$ cat src/rtl/zx_kbd_spi_rx.sv
// zx_kbd_spi_rx: SPI receiver for the 40-key ZX matrix (port #FE) and Kempston byte (port #1F).
// Optional feature macro KBD_JOY_EN: when defined, frames carry 8 joystick bits after the 40 key bits.
`timescale 1ns/1ps
module zx_kbd_spi_rx #(
    parameter int unsigned TIMEOUT_W = 22
) (
    input  logic       CLK_14MHZ,
    input  logic       CPU_RESET,
    input  logic       KBD_CLK,
    input  logic       KBD_DI,
    input  logic       KBD_CS,
    input  logic [7:0] A_HI,
    output logic [4:0] kd,
    output logic [7:0] joy,
    output logic       frame_ok,
    output logic       link_up
);

`ifdef KBD_JOY_EN
    localparam int unsigned FRAME_BITS = 48;
`else
    localparam int unsigned FRAME_BITS = 40;
`endif
    localparam int unsigned KEY_BITS  = 40;
    localparam int unsigned ROWS      = 8;
    localparam int unsigned COLS      = 5;
    localparam int unsigned CNT_W     = 6;
    localparam logic [CNT_W-1:0]     CNT_MAX   = '1;
    localparam logic [CNT_W-1:0]     CNT_FRAME = CNT_W'(FRAME_BITS);
    localparam logic [TIMEOUT_W-1:0] WD_MAX    = '1;
    localparam logic [TIMEOUT_W-1:0] WD_LAST   = WD_MAX - TIMEOUT_W'(1);

    logic clk_s1, clk_s2, clk_s3;
    logic di_s1, di_s2;
    logic cs_s1, cs_s2, cs_s3;

    logic                  armed;
    logic [CNT_W-1:0]      bit_cnt;
    logic [FRAME_BITS-1:0] shift_sr;
    logic                  commit_pend;
    logic [KEY_BITS-1:0]   matrix;
    logic [TIMEOUT_W-1:0]  wd_cnt;

    logic clk_rise, cs_rise, cs_fall;
    logic take_bit, frame_start, frame_end, wd_expire;

    // CS synchronizer resets low so the receiver only arms after a real idle-high CS
    always_ff @(posedge CLK_14MHZ or negedge CPU_RESET) begin
        if (!CPU_RESET) begin
            clk_s1 <= 1'b0;
            clk_s2 <= 1'b0;
            clk_s3 <= 1'b0;
            di_s1  <= 1'b0;
            di_s2  <= 1'b0;
            cs_s1  <= 1'b0;
            cs_s2  <= 1'b0;
            cs_s3  <= 1'b0;
        end else begin
            clk_s1 <= KBD_CLK;
            clk_s2 <= clk_s1;
            clk_s3 <= clk_s2;
            di_s1  <= KBD_DI;
            di_s2  <= di_s1;
            cs_s1  <= KBD_CS;
            cs_s2  <= cs_s1;
            cs_s3  <= cs_s2;
        end
    end

    assign clk_rise    = clk_s2 & ~clk_s3;
    assign cs_rise     = cs_s2 & ~cs_s3;
    assign cs_fall     = ~cs_s2 & cs_s3;
    assign take_bit    = armed & clk_rise & ~cs_s2 & ~commit_pend;
    assign frame_start = armed & cs_fall;
    assign frame_end   = armed & cs_rise & (bit_cnt == CNT_FRAME);
    assign wd_expire   = (wd_cnt >= WD_LAST);

    // Serial receive: newest bit enters at the top so arrival index n ends up at shift_sr[n]
    always_ff @(posedge CLK_14MHZ or negedge CPU_RESET) begin
        if (!CPU_RESET) begin
            armed       <= 1'b0;
            bit_cnt     <= '0;
            shift_sr    <= '0;
            commit_pend <= 1'b0;
        end else begin
            if (!armed && cs_s2) begin
                armed <= 1'b1;
            end
            if (frame_start) begin
                bit_cnt <= take_bit ? CNT_W'(1) : '0;
            end else if (take_bit && (bit_cnt != CNT_MAX)) begin
                bit_cnt <= bit_cnt + CNT_W'(1);
            end
            if (take_bit) begin
                shift_sr <= {di_s2, shift_sr[FRAME_BITS-1:1]};
            end
            commit_pend <= frame_end;
        end
    end

    // Commit and link watchdog; a commit always overrides an expiry in the same cycle
    always_ff @(posedge CLK_14MHZ or negedge CPU_RESET) begin
        if (!CPU_RESET) begin
            matrix   <= '1;
            frame_ok <= 1'b0;
            link_up  <= 1'b0;
            wd_cnt   <= '0;
        end else begin
            frame_ok <= commit_pend;
            if (commit_pend) begin
                matrix  <= shift_sr[KEY_BITS-1:0];
                link_up <= 1'b1;
                wd_cnt  <= '0;
            end else begin
                if (wd_cnt != WD_MAX) begin
                    wd_cnt <= wd_cnt + TIMEOUT_W'(1);
                end
                if (wd_expire) begin
                    matrix  <= '1;
                    link_up <= 1'b0;
                end
            end
        end
    end

`ifdef KBD_JOY_EN
    logic [7:0] joy_rx;
    logic [7:0] joy_q;

    // Joystick byte arrives MSB first after the key bits
    for (genvar i = 0; i < 8; i++) begin : g_joy
        assign joy_rx[7-i] = shift_sr[KEY_BITS+i];
    end

    always_ff @(posedge CLK_14MHZ or negedge CPU_RESET) begin
        if (!CPU_RESET) begin
            joy_q <= 8'h00;
        end else if (commit_pend) begin
            joy_q <= joy_rx;
        end else if (wd_expire) begin
            joy_q <= 8'h00;
        end
    end

    assign joy = joy_q;
`else
    assign joy = 8'h00;
`endif

    // Half-row scan: a column reads 0 if any selected row has that key pressed
    for (genvar c = 0; c < COLS; c++) begin : g_col
        logic [ROWS-1:0] released;
        for (genvar r = 0; r < ROWS; r++) begin : g_row
            assign released[r] = A_HI[r] | matrix[r*COLS+c];
        end
        assign kd[c] = &released;
    end

endmodule

$ cat config.mk
export PLATFORM = sky130hd
export DESIGN_NAME = zx_kbd_spi_rx
export DESIGN_NICKNAME = d
export VERILOG_FILES = /design/src/rtl/zx_kbd_spi_rx.sv
export SDC_FILE = /design/constraint.sdc
export NUM_CORES = 1
export LEC_CHECK = 0
export BUFFER_PORTS_ARGS = -buffer_cell sky130_fd_sc_hd__buf_2
export CAP_MARGIN = 20
export CORE_ASPECT_RATIO = 1.5
export CORE_UTILIZATION = 55
export DETAILED_ROUTE_END_ITERATION = 7
export GPL_TIMING_DRIVEN = 0
export HOLD_SLACK_MARGIN = 0.1
export PLACE_DENSITY = 0.8
export SYNTH_ARGS = -nofsm -noshare
export SYNTH_HDL_FRONTEND = slang
export SYNTH_SLANG_ARGS = --single-unit
$ cat constraint.sdc
create_clock -name CLK_14MHZ -period 2.1 [get_ports CLK_14MHZ]
set_clock_uncertainty 0.1 [all_clocks]
set_input_delay 0.42 -clock CLK_14MHZ [delete_from_list [all_inputs] [get_ports CLK_14MHZ]]
set_output_delay 0.42 -clock CLK_14MHZ [all_outputs]
set_load 0.02 [all_outputs]
### Word-level counts from Yosys, hierarchy flattened

Cells that the tools add are included.

* $add $sub $neg: 2
* multiplexer cells: 9
* bitwise operators: 53
* magnitude comparators: 1
* equal/unequal tests: 3
* reductions and logical operators: 11

Operator list (count)
* two-way mux 40 bit: 2
* two-way mux 22 bit: 2
* bitwise OR 1 bit: 40
* AND reduction 8 bit: 5
* adder 22 x 1 -> 22 bit, second input constant: 1
* >= comparator 22 bit, second input constant: 1
* != test 22 bit, second input constant: 1
* two-way mux 6 bit: 2
* bitwise AND 1 bit: 9
* adder 6 x 1 -> 6 bit, second input constant: 1
* equality test 6 bit, second input constant: 1
* != test 6 bit, second input constant: 1
* nonzero test 2 bit: 3
* inverter 1 bit: 4
* two-way mux 1 bit: 3
* logical AND 1 bit: 2
* logical NOT 1 bit: 1

* bits of input ports: 13
* logic and storage cells: 95
* output and inout port bits: 15
* register bits: 120

### Longest topological paths before layout

Gate-level depths: netlist of the first run.

* depth in word-level cells: 8
* depth in mapped cells: 7
* gate-level depth less buffers: 5

### Worst setup path before layout of the first run

No wires, ideal clock.

* kind: register to register
* from: register wd_cnt[15]
* to: register wd_cnt[3]
* library setup time: 0.125 ns
* arrival time: 1.787 ns
* setup slack: 0.088 ns
* stages on the path, launching flop included: 7
* path through: dfrtp_1 > clkbuf_1 > inv_1 > or4_1 > buf_2 > o2111ai_1 > mux2_2

* longest elaborated chain between the ends: 2

RTL lines
* start, declared: RTL line 42 `logic [TIMEOUT_W-1:0] wd_cnt;`
* start signal, assigned: RTL line 116 `wd_cnt <= wd_cnt + TIMEOUT_W'(1);`
* != test 22 bit: RTL line 115 `if (wd_cnt != WD_MAX) begin`
* nonzero test 2 bit (no source line)

No other way between the ends.
A chain may end at the register's enable or synchronous reset.

### Worst setup path after layout of the first run

* from: register matrix[24]
* to: output kd[4]

* longest elaborated chain between the ends: 2

RTL lines
* start, declared: RTL line 41 `logic [KEY_BITS-1:0] matrix;`
* start signal, assigned: RTL line 111 `matrix <= shift_sr[KEY_BITS-1:0];`
* bitwise OR 1 bit: RTL line 154 `assign released[r] = A_HI[r] | matrix[r*COLS+c];`
* AND reduction 8 bit: RTL line 156 `assign kd[c] = &released;`
* end, declared: RTL line 13 `output logic [4:0] kd,`

No other way between the ends.

==> results of run 1 <==
## power groups by stage
stage               Sequential, mW  Clock, mW  Combinational (mW)
finish                        2.42       3.32               0.234
global route                  2.42       3.42               0.257
CTS                           2.42       3.33               0.226
detailed placement            2.45          0               0.209
global placement              2.44          0               0.192
floorplan                     2.44          0               0.112
## per-stage QoR
step / instance area, µm² / setup WS [ns] / utilization, % / instances / total power [mW]
final: 6790 / -0.0832 / 70.1 / 732 / 5.97
after global routing: 6790 / -0.100 / 70.1 / 732 / 6.10
after detailed placement: 5790 / -0.315 / 59.7 / 683 / 2.66
after CTS: 6670 / -0.0313 / 68.8 / 727 / 5.97
after global placement: 5750 / -0.847 / 59.4 / 682 / 2.64
after floorplan: 5510 / 0.0884 / - / 548 / 2.55
## per-layer routing
| layer | vias up | wire length (µm) | part of all wire [%] |
|---|---|---|---|
| met5 | - | 0 | 0 |
| met4 | 0 | 564 | 4.2 |
| met3 | 49 | 634 | 4.8 |
| met2 | 160 | 6910 | 52 |
| met1 | 2226 | 5220 | 39 |
| li1 | 2025 | - | - |
## how the worst min path moves through the flow
stage                          from    endpoint  depth (start not counted)
final                        clk_s1      clk_s2                          0
after global routing         clk_s1      clk_s2                          0
after CTS                    clk_s1      clk_s2                          0
after detailed placement  CPU_RESET  wd_cnt[11]                          1
after global placement       clk_s1      clk_s2                          0
after floorplan           CPU_RESET       armed                          0
## flip-flops by register name, summed over array words and instances, names as in the netlist
register / count
clk_s2: 1
armed: 1
frame_ok: 1
commit_pend: 1
clk_s1: 1
cs_s1: 1
cs_s2: 1
di_s1: 1
matrix: 40
cs_s3: 1
di_s2: 1
link_up: 1
clk_s3: 1
bit_cnt: 6
wd_cnt: 22
shift_sr: 40
## kinds of logic after synthesis
group / count (synthesis) / share of synthesized area (%)
buf+inv: 45 / 4.20
compound gates: 107 / 14.2
fa+ha+maj: 4 / 0.912
simple gates: 256 / 23.4
flops: 120 / 55.6
mux: 8 / 1.62
other cells: 1 / 0.0683
## critical path: stages (launching register included)
cell     delay (ns)
dfstp_2        0.58
o22ai_2        0.10
nor4_2         0.36
buf_4          0.21
## cells in the final DEF, fill, tap and decap left out, types with 9 or more instances in the layout
cell and count:
nand2_1 127, nand3_1 12, dfstp_2 40, dfrtp_2 9, buf_2 15, a21oi_1 15
o31a_1 40, clkbuf_16 17, nand2b_1 42, o22ai_2 9, o22ai_1 11, dfrtp_1 71
buf_4 26, clkbuf_1 23, nor2_1 13
## cell type report
class	count	area, µm²
buffer	36	200
tap	115	144
clock buffer	24	482
fill	632	2900
timing repair buffer	39	302
sequential	120	3060
inverter	7	26.3
clock inverter	8	190
multi-input combinational	383	2380
## timing repair
action / CTS / global route
hold buffers: 4 / 0
setup buffers: 10 / 5
setup endpoints to repair: 60 / 60
pin swaps: 9 / 9
gates resized for setup: 19 / 23
hold endpoints to repair: 31 / 0
==> summary.md, run 1 <==
| Metric | Value |
|---|---|
| Number of max-cap violations | 0 |
| Drt wl/cell | 18.2 µm |
| Synth area leaders | dfrtp_1 (36%), dfstp_2 (19%), nand2_1 (8.8%) |
| Gr busiest metal | met2 |
| Die area | 10400 µm² |
| Die width | 83.6 µm |
| Largest area contributor in the synthesized netlist | dfrtp_1 |
| Tmin final | 2.18 ns |
| Initial Utilization | 56.6% |
| Remaining routing DRC violations | 0 |
| Outcome | finished with violations |
| Final setup viols | 3 |
| Worst r2r src | wd_cnt[13] |
| CTS root buf | clkbuf_16 |
| CTS tree | built |
| Clock-pin slew on the worst setup and hold paths | 0.05 ns |
| Maximum vdd drop | 0.000774 V |
| Routed Antenna Nets | 0 |
| PwrDens | 879 nW/µm² |
| Mapped cell area | 5490 µm² |
| Least-Margin Pin Slew | 0.719 ns |
| Internal Power | 4.77 mW |
| Period Utilization, post-route | 104% |
| Hold Crit Class | flip-flop to flip-flop |
| Reg-to-reg setup timing slack | 0.04 ns |
| Top FF cell, synth | dfrtp_1 |
| Pin count of the biggest net entering global routing | 93 |
| Worst skew pair latency | 0.42 ns |
| Core Footprint | 9690 µm² |
| Crit path launch type | flip-flop |
| RSZ-0062 raised after global routing | true |
| R2R cell count | 5 |
| Vert. Die Dim | 124 µm |
| Mean Syn Cell Area | 10.1 µm² |
| EDFF count, synth | 0 |
| All-Layer GR Usage | 26.9% |
| Vias in the first global route | 4418 |
| Num rows | 44 |
| Final Hold Fails | 0 |
| Yosys warning total | 0 |
| CTS Buf Count | 17 |
| NetSw | 1.20 mW |
| Drt total wl | 13300 µm |
| First-pass GRT wire length | 21700 µm |
| DR vias/cell | 6.09 |
| Met3 Use GR | 7.16% |
| Comb pwr share | 3.9% |
| H-tree Lvls | 4 |
| Most frequent cells after synthesis | nand2_1 (128), dfrtp_1 (80), nand2b_1 (42) |
| Overflow after GRT | 0 |
| Final Max Tran Viols | 0 |
| Setup WS post-layout | -0.0832 ns |
| Antenna diodes | 0 |
| Clock sink count | 120 |
| Share of the synthesized area in the top cell type | 36.5% |
| Setup crit end kind | primary output |
| Max Fclk | 0.458 GHz |
| CP Launch Point | matrix[24] |
| Ys async rst share | 100% |
| Clock Tree Buf Depth | 2 |
| DR vias | 4460 |
| 1st-iter DRT viols | 354 |
| # port buffers | 19 |
| Most numerous cell in the Yosys netlist | nand2_1 |
| Yosys reg bits | 120 |
| Share of post-route cells with drive strength above 1 | 26.3% |
| First-pass DRT Iterations | 5 |
| Worst flop-to-flop path endpoint | wd_cnt[3] |
| CP required | 1.58 ns |
| Failing checks | setup timing |
| Distinct cells, synth | 45 |
| Area grow syn2layout | 23.8% |
| Max FO, Critical Path | 2 |
| Post-Synthesis Cells | 541 |
| Setup TNS | -0.132 ns |
| Switch share | 20.1% |
| Clk pwr share | 55.6% |
| GPL Wtd Cong | 0.824 |
| Smallest hold slack | 0.246 ns |
| Sequential fraction of design power | 40.5% |
| GR met2 Demand/Resource | 44.6% |
| Worst Setup EP | kd[4] |
| Seq/Total Area, Yosys | 55.6% |
| Ports | 28 |
| Met1 usage | 32.1% |
| CP Class | flip-flop to primary output |
| Nets | 621 |
| Post-DP HPWL | 8220 µm |
| Slew headroom | 51.6% |
| Worst EP arrival | 1.66 ns |
| Initial antenna violation count | 0 |
| Lkg Pwr | 2.96 nW |
Note: power is estimated with default switching activity, not from simulation.
==> inputs of run 2 (changes only) <==
--- a/config.mk
+++ b/config.mk
@@ -9,6 +9,7 @@
 export CAP_MARGIN = 20
 export CORE_ASPECT_RATIO = 1.5
 export CORE_UTILIZATION = 55
+export CTS_BUF_LIST = sky130_fd_sc_hd__clkbuf_16
 export DETAILED_ROUTE_END_ITERATION = 7
 export GPL_TIMING_DRIVEN = 0
 export HOLD_SLACK_MARGIN = 0.1
==> summary.md, run 2 (synthesized netlist as in run 1, its figures left out) <==
| Metric | Value |
|---|---|
| Pin count of the biggest net entering global routing | 93 (unchanged) |
| Core Footprint | 9690 µm² (unchanged) |
| Tmin final | 2.14 ns (was 2.18 ns) |
| Number of max-cap violations | 0 (unchanged) |
| Routed Antenna Nets | 0 (unchanged) |
| Remaining routing DRC violations | 0 (unchanged) |
| Least-Margin Pin Slew | 0.587 ns (was 0.719 ns) |
| Hold Crit Class | flip-flop to flip-flop (unchanged) |
| DR vias/cell | 6.15 (was 6.09) |
| H-tree Lvls | 4 (unchanged) |
| Maximum vdd drop | 0.000795 V (was 0.000774 V) |
| Clock Tree Buf Depth | 2 (unchanged) |
| Slew headroom | 60.9% (was 51.6%) |
| Max FO, Critical Path | 2 (unchanged) |
| Finished Cell Area | 6800 µm² (was 6790 µm²) |
| Initial antenna violation count | 0 (unchanged) |
| Antenna diodes | 0 (unchanged) |
| Setup WS post-layout | -0.0411 ns (was -0.0832 ns) |
| CP cell instances | o22ai_2 -> nor4_4 -> buf_4 (was o22ai_2 -> nor4_2 -> buf_4) |
| Ports | 28 (unchanged) |
| Outcome | finished with violations (unchanged) |
| Final core occ | 70.2% (was 70.1%) |
| Failing checks | setup timing (unchanged) |
| Final setup viols | 4 (was 3) |
| CP required | 1.58 ns (about the same) |
| Worst path max stage delay | 0.56 ns (was 0.58 ns) |
| Gr busiest metal | met2 (unchanged) |
| Register Area | 3060 µm² (unchanged) |
| Nets | 622 (was 621) |
| Multi-input gate area | 2410 µm² (was 2380 µm²) |
| Largest registers | matrix (40), shift_sr (40), wd_cnt (22) (unchanged) |
| Post-DP HPWL | 8220 µm (unchanged) |
| Overflow after GRT | 0 (unchanged) |
| 1st-iter DRT viols | 370 (was 354) |
| Num rows | 44 (unchanged) |
| CTS Buf Count | 17 (unchanged) |
| Filler Cells Inserted | 632 (unchanged) |
| Worst EP arrival | 1.62 ns (was 1.66 ns) |
| Met1 usage | 32.8% (was 32.1%) |
| Initial Utilization | 56.6% (unchanged) |
| Max Fclk | 0.467 GHz (was 0.458 GHz) |
| Most frequent cells in the layout | nand2_1 (127), dfrtp_1 (71), nand2b_1 (42) (unchanged) |
| RSZ-0062 raised after global routing | true (unchanged) |
| DR vias | 4507 (was 4460) |
| Die area | 10400 µm² (unchanged) |
| CP Class | flip-flop to primary output (unchanged) |
| CTS root buf | clkbuf_16 (unchanged) |
| Drt total wl | 13600 µm (was 13300 µm) |
| Most common cell after layout, fill and taps aside | nand2_1 (unchanged) |
| Met3 Use GR | 6.56% (was 7.16%) |
| Post-placement cell area | 5790 µm² (unchanged) |
| Setup crit end kind | primary output (unchanged) |
| First-pass GRT wire length | 21900 µm (was 21700 µm) |
| Final Hold Fails | 0 (unchanged) |
| Final Max Tran Viols | 0 (unchanged) |
| First-pass DRT Iterations | 7 (was 5) |
| GPL Wtd Cong | 0.824 (unchanged) |
| Vert. Die Dim | 124 µm (unchanged) |
| Drt wl/cell | 18.6 µm (was 18.2 µm) |
| Vias in the first global route | 4374 (was 4418) |
| Clock sink count | 120 (unchanged) |
| Worst skew pair latency | 0.42 ns (about the same) |
| GR met2 Demand/Resource | 44.4% (was 44.6%) |
| Die width | 83.6 µm (unchanged) |
| All-Layer GR Usage | 27.0% (was 26.9%) |
| Share of post-route cells with drive strength above 1 | 25.9% (was 26.3%) |
| # port buffers | 19 (unchanged) |
| Area grow syn2layout | 24.0% (was 23.8%) |
| Crit path launch type | flip-flop (unchanged) |
| Clock-pin slew on the worst setup and hold paths | 0.05 ns (about the same) |
| Lkg Pwr | 2.98 nW (was 2.96 nW) |
| Period Utilization, post-route | 102% (was 104%) |
| Worst-path cell with the longest stage delay | dfstp_2 (unchanged) |
| CTS tree | built (unchanged) |
| PwrDens | 859 nW/µm² (was 879 nW/µm²) |
## run 2: cell types whose count changed in the layout (fill, tap and decap cells not counted), sizes merged
cell and change:
clkbuf -7, buf +1, clkinv +3, inv +4
## run 2: where the power goes
| group | switching, mW | internal, mW |
|---|---|---|
| clock network | 0.998 | 2.19 |
| logic | 0.155 | 0.0842 |
| registers | 0.0465 | 2.37 |
## run 2: repair_timing
action,in CTS,in global routing
gates resized for setup,19,27
endpoints found under the hold margin,31,0
setup endpoints to repair,60,49
hold buffers,4,0
gates cloned,0,0
pin swaps,9,8
setup buffers,10,6
## run 2: metrics by stage
| stage | setup TNS (ns) | total power [mW] | worst slack (ns) | std cells | hold WS, ns |
|---|---|---|---|---|---|
| 2_1_floorplan | 0 | 2.55 | 0.0884 | 548 | 0.0244 |
| 3_3_place_gp | -83.50 | 2.64 | -0.847 | 682 | 0.234 |
| 3_5_place_dp | -9.26 | 2.66 | -0.315 | 683 | 0.212 |
| 4_1_cts | -0.0550 | 5.84 | -0.0302 | 727 | 0.245 |
| 5_1_grt | -0.551 | 5.97 | -0.112 | 733 | 0.253 |
| 6_report | -0.117 | 5.84 | -0.0411 | 733 | 0.244 |
## run 2: metal layers
layer | share of wire, % | wire, µm | up-vias
li1 | - | - | 2033
met3 | 5.9 | 805 | 60
met4 | 5.0 | 686 | 0
met2 | 50 | 6850 | 199
met1 | 39 | 5290 | 2215
met5 | 0 | 0 | -
## run 2: worst paths after layout
path	slack (ns)	from	depth (start not counted)	to
min reg2reg	0.24	clk_s1	0	clk_s2
min in group asynchronous	0.34	CPU_RESET	2	wd_cnt[11]
max in group asynchronous	0.80	CPU_RESET	3	matrix[29]
max	-0.04	matrix[6]	3	kd[1]
min	0.24	clk_s1	0	clk_s2
max reg2reg	0.01	wd_cnt[15]	5	wd_cnt[3]
## run 2: final cells by class
type,count,area share (%)
tap,115,2.12
clock inverter,15,3.18
buffer,36,2.94
timing repair buffer,40,4.58
multi-input combinational,383,35.5
inverter,7,0.386
sequential,120,45.1
clock buffer,17,6.25
## run 2: worst max-delay path, delay by kind of cell (launching register included)
kind,cells,cell delay [ns]
AOI/OAI and AO/OA,1,0.12
buffers and inverters,1,0.20
DFF,1,0.56
and+or+nand+nor,1,0.32
